==> config.mk <==
export PLATFORM = sky130hd
export DESIGN_NAME = key_rate_ctrl_flat
export DESIGN_NICKNAME = d
export VERILOG_FILES = /design/src/rtl/key_rate_ctrl_if.sv /design/src/rtl/key_rate_ctrl.sv /design/src/flat_wrapper.sv
export SDC_FILE = /design/constraint.sdc
export NUM_CORES = 1
export LEC_CHECK = 0
export ABC_AREA = 1
export CAP_MARGIN = 20
export CORE_AREA = 10 10 92 102
export CTS_CLUSTER_SIZE = 12
export DETAILED_ROUTE_END_ITERATION = 12
export DIE_AREA = 0 0 102 112
export RECOVER_POWER = 25
export SETUP_SLACK_MARGIN = 0.02
export SLEW_MARGIN = 20
export SYNTH_ARGS = -nofsm -noshare
export SYNTH_HDL_FRONTEND = slang
export SYNTH_SLANG_ARGS = --single-unit
==> constraint.sdc <==
create_clock -name clk -period 2.15 [get_ports clk]
set_clock_uncertainty 0.05 [all_clocks]
set_input_delay 0.43 -clock clk [delete_from_list [all_inputs] [get_ports clk]]
set_output_delay 0.43 -clock clk [all_outputs]
set_load 0.02 [all_outputs]
==> src/rtl/key_rate_ctrl_if.sv <==
// Key/rate bundle between the key debouncer side and key_rate_ctrl.
// master: drives the debounced key status lines and watches the rate outputs.
// slave : the rate controller itself.
interface key_rate_ctrl_if #(
  parameter int unsigned IDX_W = 4
);
  logic             pause_status;
  logic             spdup_status;
  logic             spddn_status;
  logic             running;
  logic [1:0]       level;
  logic             tick;
  logic [IDX_W-1:0] step_idx;

  modport master (
    output pause_status, spdup_status, spddn_status,
    input  running, level, tick, step_idx
  );

  modport slave (
    input  pause_status, spdup_status, spddn_status,
    output running, level, tick, step_idx
  );
endinterface

==> src/rtl/key_rate_ctrl.sv <==
// key_rate_ctrl: turns debounced idle-high key presses into run/pause state
// and a 4-step speed level, and emits a one-cycle rate tick plus a wrapping
// step index. Tick period is TICK_BASE >> level clk cycles.
module key_rate_ctrl #(
  parameter int unsigned TICK_BASE   = 25_000_000,
  parameter int unsigned RESET_LEVEL = 1,
  parameter int unsigned DEPTH       = 16,
  parameter int unsigned IDX_W       = 4
) (
  input logic            clk,
  input logic            reset,
  key_rate_ctrl_if.slave bus
);
  localparam logic [31:0]      C_TICK_BASE   = 32'(TICK_BASE);
  localparam logic [1:0]       C_RESET_LEVEL = 2'(RESET_LEVEL);
  localparam logic [IDX_W-1:0] C_IDX_LAST    = IDX_W'(DEPTH - 1);

  // key bit order: 0 = pause, 1 = speed-up, 2 = speed-down
  logic [2:0]       w_keys;
  logic [2:0]       r_prev;
  logic [2:0]       w_press;
  logic             r_armed;
  logic             r_running;
  logic [1:0]       r_level;
  logic             r_tick;
  logic [IDX_W-1:0] r_step_idx;
  logic [31:0]      r_cnt;

  logic             w_pause_press;
  logic             w_up_press;
  logic             w_dn_press;
  logic [1:0]       w_level_next;
  logic             w_level_change;
  logic [31:0]      w_period;
  logic             w_terminal;

  assign w_keys = {bus.spddn_status, bus.spdup_status, bus.pause_status};

  // A press is a registered 1->0 edge. r_armed masks the first cycle after
  // reset so a key held low through reset is not seen as a fresh press.
  genvar gi;
  generate
    for (gi = 0; gi < 3; gi++) begin : g_edge
      assign w_press[gi] = r_armed & r_prev[gi] & ~w_keys[gi];
    end
  endgenerate

  assign w_pause_press = w_press[0];
  assign w_up_press    = w_press[1];
  assign w_dn_press    = w_press[2];

  // Saturating level update; opposing presses in one cycle cancel out.
  always_comb begin
    w_level_next = r_level;
    if (w_up_press && !w_dn_press && r_level != 2'd3) begin
      w_level_next = r_level + 2'd1;
    end else if (w_dn_press && !w_up_press && r_level != 2'd0) begin
      w_level_next = r_level - 2'd1;
    end
  end

  assign w_level_change = (w_level_next != r_level);
  assign w_period       = C_TICK_BASE >> r_level;
  assign w_terminal     = (r_cnt == w_period - 32'd1);

  // Run/pause, level, period counter, tick and step index.
  // Priority: reset > pause toggle > level change > terminal count.
  always_ff @(posedge clk) begin
    if (reset) begin
      r_prev     <= 3'b111;
      r_armed    <= 1'b0;
      r_running  <= 1'b1;
      r_level    <= C_RESET_LEVEL;
      r_tick     <= 1'b0;
      r_step_idx <= '0;
      r_cnt      <= 32'd0;
    end else begin
      r_prev  <= w_keys;
      r_armed <= 1'b1;
      r_level <= w_level_next;
      r_tick  <= 1'b0;
      if (w_pause_press) begin
        // counter holds across a toggle so a paused phase resumes in place
        r_running <= ~r_running;
        if (w_level_change) begin
          r_cnt <= 32'd0;
        end
      end else if (w_level_change) begin
        // new period takes effect next cycle with a fresh phase
        r_cnt <= 32'd0;
      end else if (r_running) begin
        if (w_terminal) begin
          r_cnt      <= 32'd0;
          r_tick     <= 1'b1;
          r_step_idx <= (r_step_idx == C_IDX_LAST) ? '0 : r_step_idx + IDX_W'(1);
        end else begin
          r_cnt <= r_cnt + 32'd1;
        end
      end
    end
  end

  assign bus.running  = r_running;
  assign bus.level    = r_level;
  assign bus.tick     = r_tick;
  assign bus.step_idx = r_step_idx;
endmodule
==> src/flat_wrapper.sv <==
// flat-port wrapper written by rule: the top's interface ports become plain ports
module key_rate_ctrl_flat 
#(
  parameter int unsigned TICK_BASE   = 25_000_000,
  parameter int unsigned RESET_LEVEL = 1,
  parameter int unsigned DEPTH       = 16,
  parameter int unsigned IDX_W       = 4
)
  (clk, reset, bus_pause_status, bus_spdup_status, bus_spddn_status, bus_running, bus_level, bus_tick, bus_step_idx);
  key_rate_ctrl_if #(.IDX_W(IDX_W)) bus_i ();
  input logic clk;
  input logic reset;
  input wire logic [$bits(bus_i.pause_status)-1:0] bus_pause_status;
  input wire logic [$bits(bus_i.spdup_status)-1:0] bus_spdup_status;
  input wire logic [$bits(bus_i.spddn_status)-1:0] bus_spddn_status;
  output wire logic [$bits(bus_i.running)-1:0] bus_running;
  output wire logic [$bits(bus_i.level)-1:0] bus_level;
  output wire logic [$bits(bus_i.tick)-1:0] bus_tick;
  output wire logic [$bits(bus_i.step_idx)-1:0] bus_step_idx;
  assign bus_i.pause_status = bus_pause_status;
  assign bus_i.spdup_status = bus_spdup_status;
  assign bus_i.spddn_status = bus_spddn_status;
  assign bus_running = bus_i.running;
  assign bus_level = bus_i.level;
  assign bus_tick = bus_i.tick;
  assign bus_step_idx = bus_i.step_idx;
  key_rate_ctrl #(.TICK_BASE(TICK_BASE), .RESET_LEVEL(RESET_LEVEL), .DEPTH(DEPTH), .IDX_W(IDX_W)) u_core (.clk(clk), .reset(reset), .bus(bus_i));
endmodule
==> impl_metrics.tcl <==
set metrics [dict create \
    finalSetupViolCount 0 \
    port_buffers 12 \
    cts_max_level 2 \
    clk-insertion-delay-late_ns 0.30 \
    synth_cells 504 \
    pre_cts_slack_ns -0.03371 \
    hold_slack_ns 0.4475 \
    slew_headroom 0.6976 \
    initial_core_util 0.4341 \
    root_buffer "clkbuf_8" \
    finalSetupTns_ns 0 \
    syn_to_final_growth_pct 20.82 \
    fin_crit_sh 0.9782 \
    gr-total-overflow 0 \
    dr_total_vias 3197 \
    drt_iter0_drc 179 \
    critical-path-slowest-cell "dfxtp_4" \
    finalWirelength_um 8635 \
    critPathKind "reg -> reg" \
    rsz0062_at_grt "yes" \
    cp-start-kind "flip-flop" \
    synthDistinctLibCells 34 \
    synth.net_count 519 \
    cts_tree "done" \
    worstReg2RegStart "u_core.bus.level[1]$_SDFF_PP0_" \
    p_int_mw 1.247 \
    drive_above_1_share 0.2040 \
    postPlaceCellArea_sq_um 3565 \
    arrival_ns 2.25 \
    r2r_slack_ns 0.05 \
    netlist_area_sq_um 3191 \
    swShare 0.3000 \
    synthXorXnorAreaFrac 0.05765 \
    dieArea_sq_um 11420 \
    grt_max_degree 16 \
    synthFlopType "dfxtp_1" \
    cp.required_ns 2.30 \
    antenna_found_initial 0 \
    status "complete, no violations" \
    grt_pass1_vias 3005 \
    slowest_delay_ns 0.39 \
    n_antenna_cell 0 \
    design.core.area_sq_um 7350 \
    ant_nets 0 \
    die_w_um 102 \
    p_seq_frac 0.475 \
    synth_top_family_by_area "simple AND/OR/NAND/NOR gates" \
    vias_per_cell 5.067 \
    hold_viol 0 \
    cap_violations 0 \
    synth_edf_count 0 \
    p_total_mw 1.782 \
    yosys_warnings 0 \
    path_max_fanout 7 \
    end_kind "flip-flop" \
    wl_per_cell_um 13.68 \
    ys_ff_latch 44 \
    timing.fmax_mhz 475.5 \
    worst_pin_slew_ns 0.4501 \
    gp_congestion 0.8552 \
    firstDrtPassIters 4 \
    pwr-share-clk 0.281 \
    p_sw_mw 0.5346 \
    clkTransAtPathRegs_ns 0.08 \
    synthSimpleGateAreaFrac 0.4561 \
    cts.sinks 44 \
    synth_compound_area_frac 0.05098 \
    power.combinational.fraction 0.244 \
    power_leakage_nw 1.542 \
    power_density_nw_per_um2 462.2 \
    num_rows 33 \
    cp_common_cell "nand2_1" \
    drc 0 \
    grtUsageTotal 0.1525 \
    crit_chain "ha_4 -> buf_4 -> buf_4 -> o21ai_0 -> nand2_1 -> nor2_1 -> inv_1 -> nor2_2 -> nand2_1 -> nand2_1 -> nand2_2 -> nand2_4 -> clkbuf_16 -> nor2_1" \
    syn_area_per_cell_sq_um 6.330 \
    ir_drop_mv 0.2177 \
    place_hpwl_um 6632 \
    crit_start "u_core.bus.level[1]$_SDFF_PP0_" \
    finalMaxSlewViolations 0 \
    nets 559 \
    stdcell_area_sq_um 3855 \
    clockBufferDepth 2 \
    grt_pass1_wl_um 14160 \
    synth-adder-area-share 0.03922 \
    synthArstFlopShare 0 \
    setup_ws_ns 0.04691 \
    yosysSeqAreaShare 0.2761 \
    hold_buffers 0 \
    die_h_um 112 \
    min_from "u_core.r_cnt[1]$_SDFFE_PP0P_" \
    final.min_clock_period_ns 2.103 \
    io_pins 13 \
    cts_buffers 5 \
    muxShareOfSynthArea 0 \
    min_path_type "reg -> reg" \
]
-- placed cells by master (no fill, tap or decap), drive strengths merged --
master / count
a21boi: 1
nand3: 36
clkinvlp: 1
o211ai: 1
nand4: 16
inv: 71
dfxtp: 44
or2: 3
a21oi: 16
clkinv: 1
ha: 10
nor2: 99
nor4: 2
buf: 32
xnor2: 3
clkdlybuf4s50: 12
nand2: 131
nor3: 27
o21ai: 12
xor2: 18
clkbuf: 8
-- per-stage QoR --
stage / utilization / cells
6_report: 0.5245 / 631
5_1_grt: 0.5245 / 631
4_1_cts: 0.4956 / 626
3_5_place_dp: 0.4850 / 619
3_3_place_gp: 0.4850 / 619
2_1_floorplan: - / 504
-- worst max-delay path, delay by kind of cell, from the launching register on --
kind	cells	cell delay, ns
adder cells (fa/ha/maj)	1	0.17
buffers and inverters	4	0.51
AND/OR/NAND/NOR	8	0.68
AO/OA/AOI/OAI	1	0.19
flip-flops	1	0.39
-- logic make-up after synthesis --
logic type                 Yosys count
buffers and inverters               85
adders and majority gates           10
DFF                                 44
and+or+nand+nor                    314
xor gates and xnor gates            21
AOI/OAI and AO/OA                   30
-- state kept, by name (all words and copies together), names as in the netlist --
register / flops
u_core.bus.level: 2
u_core.bus.running: 1
u_core.bus.step_idx: 4
u_core.bus.tick: 1
u_core.r_armed: 1
u_core.r_cnt: 32
u_core.r_prev: 3
-- what timing repair did --
item | CTS | global route
gates resized for setup | 0 | 36
setup endpoints to repair | 0 | 36
buffers inserted | 0 | 3
hold endpoints to repair | 0 | 0
-- worst paths after layout --
check,end,cells past startpoint
max,u_core.r_cnt[24]$_SDFFE_PP0P_,14
min,u_core.r_cnt[1]$_SDFFE_PP0P_,2
max reg2reg,u_core.r_cnt[24]$_SDFFE_PP0P_,14
min reg2reg,u_core.r_cnt[1]$_SDFFE_PP0P_,2
-- cell type report --
| type | instances | area, sq um |
|---|---|---|
| timing repair buffer | 46 | 442.9 |
| fill | 761 | 3495 |
| clock inverter | 1 | 5.005 |
| inverter | 72 | 286.5 |
| clock buffer | 6 | 72.57 |
| tap | 87 | 108.9 |
| multi-input combinational | 375 | 2051 |
| sequential | 44 | 888.4 |
-- metal layers --
metal  global-route usage  routed length [um]
met5                    0                   0
met2               0.2508                4197
met3              0.02536                 290
met4              0.05744                 220
met1               0.1927                3927
-- synth_stat cells, types with 8 or more instances --
| cell type | count | area [sq um] |
|---|---|---|
| a21oi_1 | 14 | 70.07 |
| nor3_1 | 19 | 95.09 |
| inv_1 | 66 | 247.7 |
| xor2_1 | 18 | 157.7 |
| dfxtp_1 | 44 | 880.8 |
| nand2_1 | 124 | 465.5 |
| o21ai_0 | 9 | 45.04 |
| ha_1 | 10 | 125.1 |
| nand4_1 | 15 | 93.84 |
| nor3_2 | 8 | 80.08 |
| nor2_1 | 84 | 315.3 |
| nand3_1 | 34 | 170.2 |
| nor2_2 | 12 | 75.07 |
-- power groups by stage --
stage | logic [mW] | registers (mW) | clock network [mW]
finish | 0.434 | 0.847 | 0.501
floorplan | 0.228 | 0.868 | 0
detailed placement | 0.367 | 0.861 | 0
global route | 0.475 | 0.849 | 0.556
CTS | 0.368 | 0.842 | 0.524
global placement | 0.363 | 0.861 | 0
(Power assumes the default switching activity.)
